==> src/rtl/mem_stage_pkg.sv <==
// Shared constants and types for the Ultiparc memory-access stage.
// The package also holds the alignment rule that the stage uses.
package mem_stage_pkg;

  localparam int CPU_ADDR_WIDTH  = 32;
  localparam int CPU_DATA_WIDTH  = 32;
  localparam int CPU_REG_WIDTH   = 32;
  localparam int CPU_REGNO_WIDTH = 5;
  localparam int CPU_LSUOP_WIDTH = 2;

  typedef enum logic [CPU_LSUOP_WIDTH-1:0] {
    CPU_LSU_IDLE = 2'd0,
    CPU_LSU_BYTE = 2'd1,
    CPU_LSU_HALF = 2'd2,
    CPU_LSU_WORD = 2'd3
  } lsu_op_e;

  typedef enum logic [1:0] {
    MEM_ST_IDLE    = 2'd0,
    MEM_ST_CMD     = 2'd1,
    MEM_ST_WAIT_RD = 2'd2
  } mem_state_e;

  // A halfword must sit on an even address and a word on a multiple of four.
  function automatic logic lsu_misaligned(input lsu_op_e op, input logic [1:0] lane);
    logic mis;
    case (op)
      CPU_LSU_HALF: mis = lane[0];
      CPU_LSU_WORD: mis = (lane != 2'b00);
      default:      mis = 1'b0;
    endcase
    return mis;
  endfunction

endpackage

==> src/rtl/mem_stage_if.sv <==
// Data-bus connection between the memory stage (master) and the interconnect (slave).
interface mem_stage_if;
  import mem_stage_pkg::*;

  logic [CPU_ADDR_WIDTH-1:0] addr;
  logic                      cmd;
  logic                      rnw;
  logic [CPU_DATA_WIDTH-1:0] wdata;
  logic [3:0]                ben;
  logic                      rdy;
  logic [CPU_DATA_WIDTH-1:0] rdata;
  logic                      dvalid;

  modport master (output addr, cmd, rnw, wdata, ben, input rdy, rdata, dvalid);
  modport slave  (input addr, cmd, rnw, wdata, ben, output rdy, rdata, dvalid);
endinterface

==> src/rtl/mem_stage_lsu_lane.sv <==
// Little-endian byte-lane steering: store replication and byte enables,
// plus load lane extraction with sign or zero extension.
module lsu_lane
  import mem_stage_pkg::*;
(
  input  lsu_op_e                   st_op,
  input  logic [1:0]                st_lane,
  input  logic [CPU_DATA_WIDTH-1:0] st_data,
  output logic [CPU_DATA_WIDTH-1:0] st_wdata,
  output logic [3:0]                st_ben,
  input  lsu_op_e                   ld_op,
  input  logic [1:0]                ld_lane,
  input  logic                      ld_ext,
  input  logic [CPU_DATA_WIDTH-1:0] ld_data,
  output logic [CPU_DATA_WIDTH-1:0] ld_val
);

  logic [CPU_DATA_WIDTH-1:0] shifted_s;

  // Store side: replicate the operand across every lane of its size.
  always_comb begin
    st_wdata = 32'h0000_0000;
    st_ben   = 4'b0000;
    case (st_op)
      CPU_LSU_BYTE: begin
        st_wdata = {4{st_data[7:0]}};
        st_ben   = 4'b0001 << st_lane;
      end
      CPU_LSU_HALF: begin
        st_wdata = {2{st_data[15:0]}};
        st_ben   = st_lane[1] ? 4'b1100 : 4'b0011;
      end
      CPU_LSU_WORD: begin
        st_wdata = st_data;
        st_ben   = 4'b1111;
      end
      default: begin
        st_wdata = 32'h0000_0000;
        st_ben   = 4'b0000;
      end
    endcase
  end

  // Load side: bring the addressed lane down to bit 0, then extend.
  always_comb begin
    shifted_s = ld_data >> {ld_lane, 3'b000};
    ld_val    = 32'h0000_0000;
    case (ld_op)
      CPU_LSU_BYTE: ld_val = {{24{ld_ext & shifted_s[7]}}, shifted_s[7:0]};
      CPU_LSU_HALF: ld_val = {{16{ld_ext & shifted_s[15]}}, shifted_s[15:0]};
      CPU_LSU_WORD: ld_val = shifted_s;
      default:      ld_val = 32'h0000_0000;
    endcase
  end

endmodule

==> src/rtl/mem_stage.sv <==
// Memory-access stage: issues at most one load or store per instruction on the
// data bus and delivers the write-back register number and value.
module mem_stage
  import mem_stage_pkg::*;
(
  input  logic                       clk,
  input  logic                       rst,
  input  logic                       i_exec_stall,
  input  logic                       i_fetch_stall,
  input  logic [CPU_REGNO_WIDTH-1:0] i_rd_no,
  input  logic [CPU_REG_WIDTH-1:0]   i_alu_result,
  input  logic [CPU_LSUOP_WIDTH-1:0] i_lsu_op,
  input  logic                       i_lsu_lns,
  input  logic                       i_lsu_ext,
  input  logic [CPU_DATA_WIDTH-1:0]  i_mem_data,
  output logic                       o_mem_stall,
  output logic                       o_addr_err,
  output logic [CPU_REGNO_WIDTH-1:0] o_rd_no,
  output logic [CPU_REG_WIDTH-1:0]   o_rd_val,
  mem_stage_if.master                bus
);

  mem_state_e                 state_r,   state_nxt_s;
  logic [CPU_REGNO_WIDTH-1:0] rd_no_r,   rd_no_nxt_s;
  logic [CPU_REG_WIDTH-1:0]   rd_val_r,  rd_val_nxt_s;
  logic                       err_r,     err_nxt_s;
  logic                       cmd_r,     cmd_nxt_s;
  logic                       rnw_r,     rnw_nxt_s;
  logic [CPU_ADDR_WIDTH-1:0]  baddr_r,   baddr_nxt_s;
  logic [CPU_DATA_WIDTH-1:0]  wdata_r,   wdata_nxt_s;
  logic [3:0]                 ben_r,     ben_nxt_s;
  logic [1:0]                 lane_r,    lane_nxt_s;
  lsu_op_e                    op_r,      op_nxt_s;
  logic                       ext_r,     ext_nxt_s;
  logic [CPU_REGNO_WIDTH-1:0] rd_lat_r,  rd_lat_nxt_s;

  lsu_op_e                    op_in_s;
  logic                       capture_s;
  logic [CPU_DATA_WIDTH-1:0]  st_wdata_s;
  logic [3:0]                 st_ben_s;
  logic [CPU_DATA_WIDTH-1:0]  ld_val_s;

  assign op_in_s   = lsu_op_e'(i_lsu_op);
  assign capture_s = ~i_exec_stall & ~i_fetch_stall;

  lsu_lane u_lane (
    .st_op    (op_in_s),
    .st_lane  (i_alu_result[1:0]),
    .st_data  (i_mem_data),
    .st_wdata (st_wdata_s),
    .st_ben   (st_ben_s),
    .ld_op    (op_r),
    .ld_lane  (lane_r),
    .ld_ext   (ext_r),
    .ld_data  (bus.rdata),
    .ld_val   (ld_val_s)
  );

  // Next-state and next-output logic; every output is registered below.
  always_comb begin
    state_nxt_s  = state_r;
    rd_no_nxt_s  = rd_no_r;
    rd_val_nxt_s = rd_val_r;
    err_nxt_s    = 1'b0;
    cmd_nxt_s    = cmd_r;
    rnw_nxt_s    = rnw_r;
    baddr_nxt_s  = baddr_r;
    wdata_nxt_s  = wdata_r;
    ben_nxt_s    = ben_r;
    lane_nxt_s   = lane_r;
    op_nxt_s     = op_r;
    ext_nxt_s    = ext_r;
    rd_lat_nxt_s = rd_lat_r;
    case (state_r)
      MEM_ST_IDLE: begin
        if (!capture_s) begin
          rd_no_nxt_s = {CPU_REGNO_WIDTH{1'b0}};
        end else if (op_in_s == CPU_LSU_IDLE) begin
          rd_no_nxt_s  = i_rd_no;
          rd_val_nxt_s = i_alu_result;
        end else begin
          rd_no_nxt_s  = {CPU_REGNO_WIDTH{1'b0}};
          lane_nxt_s   = i_alu_result[1:0];
          op_nxt_s     = op_in_s;
          ext_nxt_s    = i_lsu_ext;
          rd_lat_nxt_s = i_rd_no;
          if (lsu_misaligned(op_in_s, i_alu_result[1:0])) begin
            err_nxt_s = 1'b1;
          end else begin
            state_nxt_s = MEM_ST_CMD;
            cmd_nxt_s   = 1'b1;
            rnw_nxt_s   = i_lsu_lns;
            baddr_nxt_s = {i_alu_result[CPU_ADDR_WIDTH-1:2], 2'b00};
            wdata_nxt_s = st_wdata_s;
            ben_nxt_s   = st_ben_s;
          end
        end
      end
      MEM_ST_CMD: begin
        // Bus outputs are parked at zero once the command has been taken.
        if (bus.rdy) begin
          state_nxt_s = rnw_r ? MEM_ST_WAIT_RD : MEM_ST_IDLE;
          cmd_nxt_s   = 1'b0;
          rnw_nxt_s   = 1'b0;
          baddr_nxt_s = 32'h0000_0000;
          wdata_nxt_s = 32'h0000_0000;
          ben_nxt_s   = 4'b0000;
        end else begin
          state_nxt_s = MEM_ST_CMD;
        end
      end
      MEM_ST_WAIT_RD: begin
        if (bus.dvalid) begin
          state_nxt_s  = MEM_ST_IDLE;
          rd_no_nxt_s  = rd_lat_r;
          rd_val_nxt_s = ld_val_s;
        end else begin
          state_nxt_s = MEM_ST_WAIT_RD;
        end
      end
      default: state_nxt_s = MEM_ST_IDLE;
    endcase
  end

  // State and output registers with synchronous reset.
  always_ff @(posedge clk) begin
    if (rst) begin
      state_r  <= MEM_ST_IDLE;
      rd_no_r  <= {CPU_REGNO_WIDTH{1'b0}};
      rd_val_r <= 32'h0000_0000;
      err_r    <= 1'b0;
      cmd_r    <= 1'b0;
      rnw_r    <= 1'b0;
      baddr_r  <= 32'h0000_0000;
      wdata_r  <= 32'h0000_0000;
      ben_r    <= 4'b0000;
      lane_r   <= 2'b00;
      op_r     <= CPU_LSU_IDLE;
      ext_r    <= 1'b0;
      rd_lat_r <= {CPU_REGNO_WIDTH{1'b0}};
    end else begin
      state_r  <= state_nxt_s;
      rd_no_r  <= rd_no_nxt_s;
      rd_val_r <= rd_val_nxt_s;
      err_r    <= err_nxt_s;
      cmd_r    <= cmd_nxt_s;
      rnw_r    <= rnw_nxt_s;
      baddr_r  <= baddr_nxt_s;
      wdata_r  <= wdata_nxt_s;
      ben_r    <= ben_nxt_s;
      lane_r   <= lane_nxt_s;
      op_r     <= op_nxt_s;
      ext_r    <= ext_nxt_s;
      rd_lat_r <= rd_lat_nxt_s;
    end
  end

  assign o_mem_stall = (state_r != MEM_ST_IDLE);
  assign o_addr_err  = err_r;
  assign o_rd_no     = rd_no_r;
  assign o_rd_val    = rd_val_r;
  assign bus.addr    = baddr_r;
  assign bus.cmd     = cmd_r;
  assign bus.rnw     = rnw_r;
  assign bus.wdata   = wdata_r;
  assign bus.ben     = ben_r;

endmodule
==> src/flat_wrapper.sv <==
// flat-port wrapper written by rule: the top's interface ports become plain ports
module mem_stage_flat import mem_stage_pkg::*;
  (clk, rst, i_exec_stall, i_fetch_stall, i_rd_no, i_alu_result, i_lsu_op, i_lsu_lns, i_lsu_ext, i_mem_data, o_mem_stall, o_addr_err, o_rd_no, o_rd_val, bus_addr, bus_cmd, bus_rnw, bus_wdata, bus_ben, bus_rdy, bus_rdata, bus_dvalid);
  mem_stage_if bus_i ();
  input  logic clk;
  input  logic rst;
  input  logic i_exec_stall;
  input  logic i_fetch_stall;
  input  logic [CPU_REGNO_WIDTH-1:0] i_rd_no;
  input  logic [CPU_REG_WIDTH-1:0] i_alu_result;
  input  logic [CPU_LSUOP_WIDTH-1:0] i_lsu_op;
  input  logic i_lsu_lns;
  input  logic i_lsu_ext;
  input  logic [CPU_DATA_WIDTH-1:0] i_mem_data;
  output logic o_mem_stall;
  output logic o_addr_err;
  output logic [CPU_REGNO_WIDTH-1:0] o_rd_no;
  output logic [CPU_REG_WIDTH-1:0] o_rd_val;
  output wire logic [$bits(bus_i.addr)-1:0] bus_addr;
  output wire logic [$bits(bus_i.cmd)-1:0] bus_cmd;
  output wire logic [$bits(bus_i.rnw)-1:0] bus_rnw;
  output wire logic [$bits(bus_i.wdata)-1:0] bus_wdata;
  output wire logic [$bits(bus_i.ben)-1:0] bus_ben;
  input wire logic [$bits(bus_i.rdy)-1:0] bus_rdy;
  input wire logic [$bits(bus_i.rdata)-1:0] bus_rdata;
  input wire logic [$bits(bus_i.dvalid)-1:0] bus_dvalid;
  assign bus_addr = bus_i.addr;
  assign bus_cmd = bus_i.cmd;
  assign bus_rnw = bus_i.rnw;
  assign bus_wdata = bus_i.wdata;
  assign bus_ben = bus_i.ben;
  assign bus_i.rdy = bus_rdy;
  assign bus_i.rdata = bus_rdata;
  assign bus_i.dvalid = bus_dvalid;
  mem_stage u_core (.clk(clk), .rst(rst), .i_exec_stall(i_exec_stall), .i_fetch_stall(i_fetch_stall), .i_rd_no(i_rd_no), .i_alu_result(i_alu_result), .i_lsu_op(i_lsu_op), .i_lsu_lns(i_lsu_lns), .i_lsu_ext(i_lsu_ext), .i_mem_data(i_mem_data), .o_mem_stall(o_mem_stall), .o_addr_err(o_addr_err), .o_rd_no(o_rd_no), .o_rd_val(o_rd_val), .bus(bus_i));
endmodule
==> config.mk <==
export PLATFORM = sky130hd
export DESIGN_NAME = mem_stage_flat
export DESIGN_NICKNAME = d
export VERILOG_FILES = /design/src/rtl/mem_stage_pkg.sv /design/src/rtl/mem_stage_if.sv /design/src/rtl/mem_stage_lsu_lane.sv /design/src/rtl/mem_stage.sv /design/src/flat_wrapper.sv
export SDC_FILE = /design/constraint.sdc
export NUM_CORES = 1
export LEC_CHECK = 0
export ABC_CLOCK_PERIOD_IN_PS = 3400
export CAP_MARGIN = 20
export CELL_PAD_IN_SITES_DETAIL_PLACEMENT = 0
export CELL_PAD_IN_SITES_GLOBAL_PLACEMENT = 1
export CORE_UTILIZATION = 31
export CTS_BUF_LIST = sky130_fd_sc_hd__clkbuf_2
export DETAILED_ROUTE_END_ITERATION = 10
export PLACE_DENSITY = 0.83
export SYNTH_ARGS = -nofsm -noshare
export SYNTH_HDL_FRONTEND = slang
export SYNTH_HIERARCHICAL = 1
export SYNTH_SLANG_ARGS = --single-unit
==> constraint.sdc <==
create_clock -name clk -period 3.4 [get_ports clk]
set_clock_uncertainty 0.05 [all_clocks]
set_input_delay 0.51 -clock clk [delete_from_list [all_inputs] [get_ports clk]]
set_output_delay 0.51 -clock clk [all_outputs]
set_load 0.01 [all_outputs]
==> results.json, run 1 <==
{
  "status": "complete, no violations",
  "areaGrowthSynthToFinish_pct": 42.48,
  "start_kind": "flip-flop",
  "fin_hold_ws_ns": 0.3395,
  "globalplace.congestion": 0.7848,
  "path_max_fanout": 10,
  "postCtsSetupBuffers": 0,
  "ys_async_sr_fraction_pct": 0,
  "critPathMaxStageDelay_ns": 0.56,
  "stdcell_area_mm2": 0.008728,
  "synth_edf_count": 0,
  "initial_core_util_pct": 31.58,
  "yosysWarningCount": 6,
  "dr_total_vias": 5900,
  "hpwl_um": 14300,
  "layout.nets": 1003,
  "slowest_stage": "dfxtp_1",
  "core_mm2": 0.01940,
  "worst_ep_required_time_ns": 2.84,
  "utilization_pct": 44.99,
  "avgSynthCellArea_um2": 8.665,
  "layout_min_cycle_time_ns": 2.502,
  "path_class": "flip-flop to primary output",
  "via_per_inst": 5.043,
  "p_leak_nw": 3.188,
  "ant_nets": 0,
  "final_cell_count_no_fill": 1170,
  "diodes": 0,
  "fmax_mhz": 399.7,
  "cts_hold_buffers": 0,
  "yosysTopAreaCell": "dfxtp_1",
  "yosysSeqAreaShare_pct": 38.56,
  "worstSetupEndpointType": "primary output",
  "grt_pass1_vias": 5658,
  "worstPathBufferInverterCount": 1,
  "io_pins": 220,
  "fillCellCount": 1973,
  "fin_ws_ns": 0.8979,
  "drive_gt1_share_pct": 13.37,
  "dpl_cell_area_mm2": 0.008487,
  "cap_viol_max_count": 0,
  "finalSetupTns_ns": 0,
  "syn_area_mm2": 0.006126,
  "drtIter0Drc": 293,
  "route.detailed.drc": 0,
  "final-hold-violation-count": 0,
  "dieWidth_um": 142.6,
  "crit_family": "flip-flops",
  "io_buffers": 217,
  "die_h_um": 142.6,
  "synthFlopType": "dfxtp_1",
  "die_area_mm2": 0.02033,
  "cp.arrival_ns": 1.94,
  "maxSlewViolCount": 0,
  "grt_max_degree": 70,
  "clock_sinks": 118,
  "gr-total-overflow": 0,
  "setup_viol": 0,
  "grt_pass1_wl_um": 31400,
  "ir_drop_mv": 0.1536,
  "clk_pin_slew_ns": 0.21,
  "min_period_over_period_pct": 73.59,
  "dr.pass1.iters": 4,
  "ys_top_cells_by_area": "dfxtp_1 (39%), mux2i_1 (8.2%), a21oi_1 (7.0%)",
  "tightest_slew_ns": 0.8124,
  "relSlewSlack_pct": 45.84,
  "path_cells": "or2_2 -> clkdlybuf4s50_1",
  "clock_latency_ns": 0.66,
  "dpl.cell_count": 1138,
  "hold_path_class": "input pin to flip-flop",
  "post_cts_resized": 0,
  "grt_usage_pct": 19.94,
  "num_rows": 51,
  "cts_max_path_buffers": 2,
  "wirelength_um": 20450,
  "numCtsBuffers": 17,
  "wl_per_cell_um": 17.48,
  "syn_inst": 707,
  "ys_ff_latch": 118,
  "antenna_found_initial": 0,
  "cts_tree": "yes",
  "pwr_density_cell_mw_per_mm2": 347.1,
  "htreeDepth": 4,
  "power_mw": 3.029,
  "synth_top_cell_area_share_pct": 38.56,
  "dp_slack_ns": 0.6342,
  "rsz0062_at_grt": "no",
  "ys_types": 40,
  "cts_root_buffer": "clkbuf_2"
}
-- area by class of cell --
class	count	area, µm²	area share, %
tap	265	331.6	3.799
inverter	3	11.26	0.1290
sequential	118	2362	27.06
multi-input combinational	517	3415	39.12
clock inverter	15	156.4	1.792
timing repair buffer	235	2367	27.12
clock buffer	17	85.08	0.9748
-- synthesized netlist by cell type (all sizes together), types with 2 or more instances --
master	number
dfxtp	118
nand2	87
a21oi	86
nand3	68
nor2	52
mux2i	50
a211oi	48
clkbuf	36
buf	34
mux2	26
a22o	24
nor2b	20
o21ai	14
a221oi	7
a2bb2oi	7
nor3	6
and3b	3
inv	3
or2	3
a31oi	2
nand2b	2
or4	2
-- report_power, final --
group | switching (mW) | total (mW) | internal, mW
combinational | 0.296 | 0.624 | 0.328
sequential | 0.0339 | 1.47 | 1.44
clock | 0.599 | 0.936 | 0.337
-- worst register-to-register path: stages (launching register included) --
cell and delay, ns:
dfxtp_1 0.77, and3b_4 0.32, a221oi_4 0.65, a21oi_1 0.18, mux2i_1 0.21, a211oi_2 0.08
-- per-layer routing --
layer  up-vias  wire length, µm  track usage (%)
li1       2903                -                -
met1      2780             9326            26.41
met5         -                0                0
met4         0              286            5.999
met3        19             1558            6.023
met2       198             9283            30.96
-- cells by family (layout without fill, tap and decap cells) --
kind of cell	after synthesis	after routing	share of synthesized area [%]
AO/OA/AOI/OAI	191	191	23.47
flip-flops	118	118	38.56
multiplexers	77	77	13.32
buffers and inverters	73	270	6.025
other	1	2	0.06122
AND/OR/NAND/NOR	247	247	18.57
-- layout by cell type (no fill, tap or decap), types with 4 or more instances in the layout --
cell             instances
a221oi_1                 5
clkinvlp_4               5
a2bb2oi_1                7
nor3_1                   6
nor2_1                  52
a21oi_1                 86
clkinv_4                 4
clkdlybuf4s50_1        216
buf_4                   14
o21ai_0                 11
nor2b_1                 20
clkbuf_2                17
a211oi_1                18
a22o_1                  24
nand3_1                 67
nand2_1                 87
mux2_2                  26
dfxtp_1                118
mux2i_1                 50
buf_12                   5
a211oi_2                28
-- sequential cells by signal, indices dropped and copies added (netlist names) --
name / cells
u_core/o_rd_no: 5
u_core/bus.ben: 4
u_core/bus.addr: 30
u_core/lane_r: 2
u_core/bus.cmd: 1
u_core/bus.wdata: 32
u_core/o_addr_err: 1
u_core/op_r: 2
u_core/rd_lat_r: 5
u_core/ext_r: 1
u_core/o_rd_val: 32
u_core/state_r: 2
u_core/bus.rnw: 1
-- path summary, 6_finish.rpt --
kind | from | endpoint | slack (ns) | cells after the start
max | u_core/state_r[0] | o_mem_stall | 0.90 | 2
min | i_alu_result[7] | u_core/bus.addr[7] | 0.34 | 3
max reg2reg | u_core/op_r[1] | u_core/o_rd_val[27] | 1.03 | 5
min reg2reg | u_core/bus.wdata[13] | u_core/bus.wdata[13] | 0.43 | 2
Note: power is estimated with default switching activity, not from simulation.
==> inputs of run 2 (changes only) <==
- ABC_CLOCK_PERIOD_IN_PS: 3400 -> 2250
- CORE_UTILIZATION: 31 -> 30
- PLACE_DENSITY: 0.83 -> 0.84
- clock period: 3.4 -> 2.25 ns (I/O delays scaled with it)
==> run 2 against run 1 <==
  * Register-to-register slack lost 0.73 ns
  * Global-route usage down 0.23 points
  * Sequential share of layout area decreased by 0.68 points
  * Sequential power rose by 50%
  * Total power increased by 51%
  * Cell count grew 2.0%
  * Combinational power grew 56%
  * Clock power grew 50%
  * Via count is 0.76% higher
  * First-iteration DRC count shrank 3.4%
  * Cell area up 2.6%
  * Critical path depth rose by 1
  * Largest cell class unchanged
  * Largest power group unchanged
==> results.json, run 2 (synthesis results as in run 1) <==
{
  "globalplace.congestion": 0.8130,
  "maxUsedRoutingLayer": "met4",
  "status": "complete, no violations",
  "ant_nets": 0,
  "dp_slack_ns": -0.1814,
  "critPathMaxStageDelay_ns": 0.35,
  "fmax_mhz": 477.4,
  "setup_viol": 0,
  "layout_common_cells": "clkdlybuf4s50_1 (215), dfxtp_1 (117), nand2_1 (87), a21oi_1 (86), nand3_1 (67)",
  "cp.arrival_ns": 1.71,
  "dr.pass1.iters": 4,
  "die_area_mm2": 0.02099,
  "cts_root_buffer": "clkbuf_2",
  "hold_path_class": "input pin to flip-flop",
  "seq_area_mm2": 0.002364,
  "cts_max_path_buffers": 2,
  "clock_sinks": 118,
  "pwr_density_cell_mw_per_mm2": 511.8,
  "hpwl_um": 14580,
  "path_cells": "buf_4 -> or2_2 -> clkdlybuf4s15_1",
  "io_pins": 220,
  "clockPowerShare_pct": 30.5,
  "dieWidth_um": 144.9,
  "route.detailed.drc": 0,
  "wl_per_cell_um": 17.08,
  "switching_share_pct": 28.38,
  "core_mm2": 0.01972,
  "tightest_slew_ns": 0.6091,
  "numCtsBuffers": 17,
  "wl_met1_um": 9115,
  "drive_gt1_share_pct": 15.10,
  "grt_pass1_wl_um": 31370,
  "gr-total-overflow": 0,
  "layout.nets": 1026,
  "power_frac_seq_pct": 48.3,
  "grt_usage_pct": 19.72,
  "wl_met3_um": 1604,
  "pwr-share-comb_pct": 21.3,
  "areaGrowthSynthToFinish_pct": 46.22,
  "min_period_over_period_pct": 93.09,
  "worst_ep_required_time_ns": 1.86,
  "relSlewSlack_pct": 59.25,
  "fillCellCount": 1915,
  "path_class": "flip-flop to primary output",
  "wirelength_um": 20380,
  "rsz0062_at_grt": "no",
  "final-hold-violation-count": 0,
  "slowest_stage": "dfxtp_2",
  "initial_core_util_pct": 31.07,
  "num_rows": 51,
  "power_mw": 4.585,
  "die_h_um": 144.9,
  "layout_min_cycle_time_ns": 2.095,
  "wl_met2_um": 9282,
  "io_buffers": 217,
  "drtIter0Drc": 283,
  "ir_drop_mv": 0.2630,
  "p_int_mw": 3.284,
  "dr_total_vias": 5945,
  "maxSlewViolCount": 0,
  "multiInputGateArea_mm2": 0.003415,
  "grt_max_degree": 69,
  "fin_ws_ns": 0.1554,
  "clock_latency_ns": 0.67,
  "grt_pass1_vias": 5677,
  "path_max_fanout": 9,
  "utilization_pct": 45.43,
  "antenna_found_initial": 1,
  "p_leak_nw": 3.348,
  "worstSetupEndpointType": "primary output",
  "clk_pin_slew_ns": 0.17,
  "cap_viol_max_count": 0,
  "start_kind": "flip-flop",
  "cts_tree": "yes",
  "htreeDepth": 4,
  "layout_commonest_cell": "clkdlybuf4s50_1",
  "p_sw_mw": 1.301,
  "via_per_inst": 4.983
}
## run 2: cell count changes in the layout (fill, tap and decap cells not counted), moves of 3 or more
| cell | change |
|---|---|
| buf_12 | +5 |
| clkinv_4 | -4 |
| clkinvlp_4 | -4 |
| clkinv_1 | +3 |
| buf_4 | +17 |
| clkinv_2 | +3 |
## run 2: path summary, 6_finish.rpt
kind                                         start                  end  slack [ns]  cells past startpoint
worst min-delay path                     i_lsu_lns       u_core/bus.rnw        0.16                      3
worst max-delay path             u_core/state_r[0]          o_mem_stall        0.16                      3
worst max register to register    u_core/lane_r[0]  u_core/o_rd_val[10]        0.30                      6
worst min register to register  u_core/bus.addr[6]   u_core/bus.addr[6]        0.43                      2
## run 2: final cells by class
cell class / instances / area share (%)
timing repair buffer: 258 / 29.08
clock buffer: 18 / 1.006
sequential: 118 / 26.39
multi-input combinational: 517 / 38.12
antenna: 1 / 0.02794
inverter: 3 / 0.1257
tap: 265 / 3.702
clock inverter: 13 / 1.550
## run 2: worst max-delay path, delay by kind of cell (launching register included)
family        cells  cell delay, ns
buf+inv           2            0.39
flops             1            0.35
simple gates      1            0.29
## run 2: repair_timing
item,in CTS,in global routing
gates resized for setup,1,2
buffers inserted,0,0
endpoints found under the setup margin,1,1
endpoints found under the hold margin,24,0
hold buffers,1,0
cloned,0,0
## run 2: power groups by stage
stage	combinational, mW	sequential (mW)	clock [mW]
4_1_cts	0.979	2.21	1.47
5_1_grt	1.05	2.22	1.57
3_5_place_dp	0.974	2.26	0
2_1_floorplan	0.440	2.28	0
6_report	0.975	2.21	1.40
3_3_place_gp	0.968	2.25	0
## run 2: layer usage
layer / vias up / global-route usage (%)
li1: 2952 / -
met1: 2790 / 25.26
met2: 183 / 30.67
met3: 20 / 6.680
met4: 0 / 6.870
met5: - / 0
## run 2: metrics by stage
stage                     TNS [ns]  area [µm²]  instances  hold WS (ns)
after floorplan                  0        6130        708        0.4078
after global placement      -5.329        8715       1160        0.4045
after detailed placement    -5.484        8715       1160        0.4099
after CTS                        0        8952       1192       0.04901
after global routing             0        8957       1193       0.07005
final                            0        8957       1193        0.1552
